[src/rtl/bcd_decade_counter_if.sv]
// bcd_decade_counter_if: control/status bundle for the BCD decade counter
//   master drives: en, up, load, load_val[4*DIGITS-1:0]
//   slave drives:  count[4*DIGITS-1:0], tc, wrap, load_err
interface bcd_decade_counter_if #(parameter int DIGITS = 2);
  logic                  en;
  logic                  up;
  logic                  load;
  logic [4*DIGITS-1:0]   load_val;
  logic [4*DIGITS-1:0]   count;
  logic                  tc;
  logic                  wrap;
  logic                  load_err;
  modport master(output en, up, load, load_val, input count, tc, wrap, load_err);
  modport slave(input en, up, load, load_val, output count, tc, wrap, load_err);
endinterface

[src/rtl/bcd_decade_counter.sv]
// bcd_decade_counter: multi-digit BCD up/down counter with validated parallel load
//   clk      : rising-edge clock
//   rst_n    : asynchronous active-low reset
//   bus      : slave modport of bcd_decade_counter_if
//     en/up      count enable / direction (1 = up)
//     load       parallel load of load_val, rejected if any digit > 9
//     count      registered value, digit i at [4i+3:4i]
//     tc         combinational terminal count (cascade enable)
//     wrap       one-cycle pulse after a modulo wrap
//     load_err   one-cycle pulse after a rejected load
//   BCD_SAT_EN : when defined, the counter saturates at the limits and wrap stays 0
module bcd_decade_counter #(parameter int DIGITS = 2) (
  input  logic clk,
  input  logic rst_n,
  bcd_decade_counter_if.slave bus
);
  logic [4*DIGITS-1:0] count_q, count_d, step;
  logic [DIGITS:0]     c;
  logic [DIGITS-1:0]   nine, zero, bad;
  logic                wrap_q, wrap_d, err_q, err_d, lim;
  // c[g] is the carry (up) or borrow (down) into digit g; digit 0 always steps
  assign c[0] = 1'b1;
  for (genvar g = 0; g < DIGITS; g++) begin : g_dig
    logic [3:0] dig;
    assign dig     = count_q[4*g +: 4];
    assign nine[g] = dig == 4'd9;
    assign zero[g] = dig == 4'd0;
    assign bad[g]  = bus.load_val[4*g +: 4] > 4'd9;
    assign c[g+1]  = c[g] & (bus.up ? nine[g] : zero[g]);
    assign step[4*g +: 4] = !c[g] ? dig :
                            bus.up ? (nine[g] ? 4'd0 : dig + 4'd1) :
                                     (zero[g] ? 4'd9 : dig - 4'd1);
  end
  assign lim = bus.up ? &nine : &zero;
  always_comb begin
`ifdef BCD_SAT_EN
    count_d = bus.load ? (|bad ? count_q : bus.load_val) :
              bus.en   ? (lim ? count_q : step) : count_q;
    wrap_d  = 1'b0;
`else
    count_d = bus.load ? (|bad ? count_q : bus.load_val) :
              bus.en   ? step : count_q;
    wrap_d  = bus.tc;
`endif
    err_d   = bus.load & |bad;
  end
  always_ff @(posedge clk or negedge rst_n)
    if (!rst_n) begin
      count_q <= '0;
      wrap_q  <= 1'b0;
      err_q   <= 1'b0;
    end else begin
      count_q <= count_d;
      wrap_q  <= wrap_d;
      err_q   <= err_d;
    end
  assign bus.tc       = bus.en & lim & !bus.load;
  assign bus.count    = count_q;
  assign bus.wrap     = wrap_q;
  assign bus.load_err = err_q;
endmodule
[src/flat_wrapper.sv]
// flat-port wrapper written by rule: the top's interface ports become plain ports
module bcd_decade_counter_flat 
#(parameter int DIGITS = 2)
  (clk, rst_n, bus_en, bus_up, bus_load, bus_load_val, bus_count, bus_tc, bus_wrap, bus_load_err);
  bcd_decade_counter_if #(.DIGITS(DIGITS)) bus_i ();
  input  logic clk;
  input  logic rst_n;
  input wire logic [$bits(bus_i.en)-1:0] bus_en;
  input wire logic [$bits(bus_i.up)-1:0] bus_up;
  input wire logic [$bits(bus_i.load)-1:0] bus_load;
  input wire logic [$bits(bus_i.load_val)-1:0] bus_load_val;
  output wire logic [$bits(bus_i.count)-1:0] bus_count;
  output wire logic [$bits(bus_i.tc)-1:0] bus_tc;
  output wire logic [$bits(bus_i.wrap)-1:0] bus_wrap;
  output wire logic [$bits(bus_i.load_err)-1:0] bus_load_err;
  assign bus_i.en = bus_en;
  assign bus_i.up = bus_up;
  assign bus_i.load = bus_load;
  assign bus_i.load_val = bus_load_val;
  assign bus_count = bus_i.count;
  assign bus_tc = bus_i.tc;
  assign bus_wrap = bus_i.wrap;
  assign bus_load_err = bus_i.load_err;
  bcd_decade_counter #(.DIGITS(DIGITS)) u_core (.clk(clk), .rst_n(rst_n), .bus(bus_i));
endmodule
[config.mk]
export PLATFORM = sky130hd
export DESIGN_NAME = bcd_decade_counter_flat
export DESIGN_NICKNAME = d
export VERILOG_FILES = /design/src/rtl/bcd_decade_counter_if.sv /design/src/rtl/bcd_decade_counter.sv /design/src/flat_wrapper.sv
export SDC_FILE = /design/constraint.sdc
export NUM_CORES = 1
export LEC_CHECK = 0
export ABC_CLOCK_PERIOD_IN_PS = 3550
export BUFFER_PORTS_ARGS = -buffer_cell sky130_fd_sc_hd__buf_2
export CAP_MARGIN = 25
export CORE_MARGIN = 1
export CORE_UTILIZATION = 38
export CTS_CLUSTER_DIAMETER = 150
export CTS_CLUSTER_SIZE = 12
export DETAILED_ROUTE_END_ITERATION = 8
export PLACE_DENSITY = 0.62
export REMOVE_ABC_BUFFERS = 1
export SETUP_SLACK_MARGIN = 0.5
export SYNTH_ARGS = -nofsm -noshare
export SYNTH_HDL_FRONTEND = slang
export SYNTH_SLANG_ARGS = --single-unit
[constraint.sdc]
create_clock -name clk -period 3.55 [get_ports clk]
set_input_delay 0.71 -clock clk [delete_from_list [all_inputs] [get_ports clk]]
set_output_delay 0.71 -clock clk [all_outputs]
set_load 0.02 [all_outputs]
==> Word-level counts from Yosys, hierarchy flattened <==
Index checks and enable logic that the tools add are counted.
{ "totals": {"reg_bits": 10, "in_bits": 13, "output_inout_bits": 11, "wordCells": 38} }
{ "op_classes": {"addsub": 4, "order_cmp": 2, "eq_ne": 3, "muxes": 12, "n_bitwise": 3, "reduce_logical": 10} }
{ "op_table": {"columns": ["operator", "count"], "rows": [
  ["4-bit 2-to-1 mux", 7],
  ["8-bit 2-to-1 mux", 3],
  ["4-bit by 1-bit adder with 4-bit output (second input constant)", 2],
  ["4-bit == test (second input constant)", 2],
  ["4-bit greater-than comparator (second input constant)", 2],
  ["4-bit zero test", 2],
  ["4-bit by 1-bit subtractor with 4-bit output (second input constant)", 2],
  ["2-bit AND reduction", 3],
  ["2-bit nonzero test", 2],
  ["1-bit AND", 3],
  ["3-bit AND reduction", 1],
  ["1-bit 2-to-1 mux", 2],
  ["2-bit != test (second input constant)", 1],
  ["2-bit OR reduction", 1],
  ["1-bit zero test", 1]
]} }

==> Depth between registers and ports, before layout <==
{ "logic_depth": {"depth_word": 6, "depth_mapped": 6, "depth_no_buf": 4} }

==> Least setup slack after synthesis <==
Ideal clock, no wire load.
{ "synth_timing": {"kind": "input -> output", "start": "input port bus_en", "end": "output port bus_tc", "t_arrival_ns": 1.727, "required_ns": 2.840, "slack_ns": 1.113, "cell_stages": 3, "path_buffers": 1, "path_cell_list": "buf_4 > or3b_1 > nor4b_2"} }
{ "synth_via": {"elab_chain_len": 2} }
{ "synth_lines": {"columns": ["element", "line_no", "text"], "rows": [
  ["start: declaration", "flat_wrapper.sv:8", "input wire logic [$bits(bus_i.en)-1:0] bus_en;"],
  ["1-bit AND (2 in a row)", "bcd_decade_counter.sv:57", "assign bus.tc = bus.en & lim & !bus.load;"],
  ["end: declaration", "flat_wrapper.sv:13", "output wire logic [$bits(bus_i.tc)-1:0] bus_tc;"]
]} }
Every way passes these cells.

==> Worst setup path after layout <==
{ "layout_timing": {"start": "input port bus_up", "end": "output port bus_tc"} }
{ "layout_via": {"elab_chain_len": 3} }
{ "layout_lines": {"columns": ["element", "line_no", "text"], "rows": [
  ["start: declaration", "flat_wrapper.sv:9", "input wire logic [$bits(bus_i.up)-1:0] bus_up;"],
  ["1-bit 2-to-1 mux", "bcd_decade_counter.sv:34", "assign lim = bus.up ? &nine : &zero;"],
  ["1-bit AND (2 in a row)", "bcd_decade_counter.sv:57", null]
]} }
Every way passes these cells.

==> results by group <==
Setup path
  – Reg2Reg Launch Point: u_core.bus.count[4]$_DFFE_PN0P_
  – Terminus of the critical flop-to-flop path: u_core.bus.count[7]$_DFFE_PN0P_
  – Crit end category: output port
  – Worst reg2reg path depth: 4
  – WP data required: 2840 ps
  – Flop2flop setup slack: 2020 ps
  – Crit path DAT: 1970 ps
  – CP Class: in -> out
  – Critical Path Fanout Max: 20
  – CP Launch Type: input pin

Routing
  – Vias/cell: 5.470
  – Antenna Nets Post-Route: 0
  – DRT iter0 DRCs: 8
  – DRC errors left: 0
  – Wire per inst: 13.54 µm
  – Routed via count: 826
  – Detailed Routing Iterations Pass 1: 4
  – Final WL: 2.045 mm

Floorplan
  – Initial Util: 41.99%
  – Die width: 52.39 µm
  – IO Count: 24
  – Die Area: 2744 µm²
  – Die Y: 52.39 µm
  – Row count: 17
  – Core area: 2297 µm²

Clock tree
  – Clk_lat worst skew: 260 ps
  – Clock transition at the registers of the reported paths: 60 ps
  – Post-CTS Setup Bufs: 0
  – Sink Count: 10
  – H-tree Lvls: 1
  – Root Buffer: clkbuf_4
  – CTS tree: built
  – Post-CTS Hold Fix Bufs: 0
  – Buffer depth of the longest clock path: 2
  – CTS buffer count: 3
  – Cts repair resizes: 0

GRT
  – First-pass GRT wire length: 3.277 mm
  – Overflow after GRT: 0
  – Largest net degree at the start of global routing: 21
  – Vias in the first global route: 704
  – Initial antenna violation count: 0
  – Tot GR Track Use: 15.86%

Timing
  – Min Hold Slack: 290.8 ps
  – Period Utilization, post-route: 75.40%
  – Post-Route Setup TNS: 0 ps
  – Worst clock skew: 2.912 ps
  – Final setup viols: 0
  – Slew at the pin closest to its max-slew limit: 441.2 ps
  – RSZ-0062 raised after global routing: no
  – Worst setup slack after layout: 873.2 ps
  – Max Transition Viols Final: 0
  – Slew margin rel.: 70.59%
  – Crit path time final: 2677 ps
  – Final Hold Fails: 0
  – Fmax: 373.6 MHz

Synthesis
  – Gate Count Post-Synth: 109
  – Top FF cell, synth: dfrtp_1
  – Syn Std Cell Area: 964.7 µm²
  – Post-synth ARST share: 100.0%
  – Top-count cell post-synth: dfrtp_1
  – Largest area contributor in the netlist: dfrtp_1
  – Yosys top cell area share: 25.94%
  – Warnings from Yosys: 0
  – Most frequent cells after synthesis: dfrtp_1 (10), a21oi_1 (7), inv_1 (6), nor2b_1 (6), o21ai_0 (6)
  – Avg Synthesized Cell Area: 8.850 µm²
  – Register area share after synthesis: 25.94%
  – Post-synth EDFFs: 0
  – Synth cell types: 43
  – Top cells by area, synth: dfrtp_1 (26%), buf_6 (5.8%), mux2i_1 (5.2%)
  – Flops & latches, synth: 10

Placement
  – Placed Area: 1020 µm²
  – Buffers on Ports: 23
  – Routability cong.: 0.7425
  – DP Wirelength: 1.505 mm
  – Setup WS pre-CTS: 854.6 ps

Power
  – Power Total: 584.0 µW
  – Sw power: 265.4 µW
  – Internal Power: 318.6 µW
  – Combinational Power Share: 46.7%
  – Clock power share: 13.2%
  – Switching Fraction: 45.44%
  – Peak supply drop: 413.6 µV
  – Sequential Power Share: 40.1%
  – Pwr dens: 560.3 nW/µm²
  – Leakage: 0.4776 nW

Final layout
  – Post-route cell area: 1042 µm²
  – Layout cells sized above 1: 31.71%
  – Area Growth Syn to Fin: 8.042%
  – Ant diodes: 0
  – Final net count: 138

Status
  – Status: finished, final reports clean

Min path
  – Worst min-delay path class: in -> async

Flow run
  – Max-Cap Viols: 0
## critical path, cell delays in order
cell and delay, ps:
buf_2 270, and3_4 250, and3_1 150, a21oi_1 50
nor4b_2 320, buf_2 220
## layout make-up
| type | instances | area, µm² |
|---|---|---|
| timing repair buffer | 23 | 115.1 |
| tap | 28 | 35.03 |
| multi-input combinational | 81 | 596.8 |
| clock buffer | 3 | 22.52 |
| fill | 232 | 1255 |
| inverter | 6 | 22.52 |
| sequential | 10 | 250.2 |
## how the worst max path moves through the flow
stage | startpoint | end | slack [ps] | depth (start not counted)
after floorplan | bus_up | bus_tc | 1240 | 4
after detailed placement | bus_up | bus_tc | 850 | 6
after CTS | bus_up | bus_tc | 850 | 6
after global routing | bus_up | bus_tc | 770 | 6
after global placement | bus_up | bus_tc | 900 | 6
final | bus_up | bus_tc | 870 | 6
## stage by stage
stage / std cells / util, %
CTS: 151 / 45.37
global route: 151 / 45.37
finish: 151 / 45.37
global placement: 148 / 44.39
floorplan: 97 / -
detailed placement: 148 / 44.39
## layout by cell type (no fill, tap or decap), drive strengths merged, types with 3 or more instances in the layout
cell / count
buf: 23
dfrtp: 10
o21ai: 9
a21oi: 8
inv: 6
nor2b: 6
nor2: 5
mux2i: 5
nand2: 4
nand2b: 3
o22ai: 3
a31oi: 3
xor2: 3
nand3: 3
clkbuf: 3
nor3: 3
## power groups by stage
stage | combinational [mW] | clock (mW) | sequential, mW
global placement | 0.270 | 0 | 0.233
detailed placement | 0.274 | 0 | 0.233
CTS | 0.274 | 0.0794 | 0.233
global route | 0.303 | 0.0852 | 0.247
finish | 0.273 | 0.0770 | 0.234
floorplan | 0.166 | 0 | 0.250
## layer usage
metal | global-route usage (%) | vias to the layer above | part of all wire (%) | wire, µm
met5 | 0 | - | 0 | 0
met2 | 23.63 | 12 | 44 | 891
li1 | - | 424 | - | -
met4 | 6.579 | 0 | 1.4 | 29
met1 | 23.78 | 386 | 53 | 1081
met3 | 0 | 4 | 2.2 | 44
## cell families (layout without fill, tap and decap cells)
family / Yosys count / after routing / synth area share (%)
flops: 10 / 10 / 25.94
compound gates: 36 / 36 / 26.07
buf+inv: 18 / 32 / 12.19
mux: 7 / 7 / 8.301
simple gates: 34 / 34 / 23.87
xor+xnor: 4 / 4 / 3.632
## flip-flops by register name, indices dropped and copies added (netlist names)
signal,cells
u_core.bus.count,8
u_core.bus.load_err,1
u_core.bus.wrap,1
Note: power is estimated with default switching activity, not from simulation.
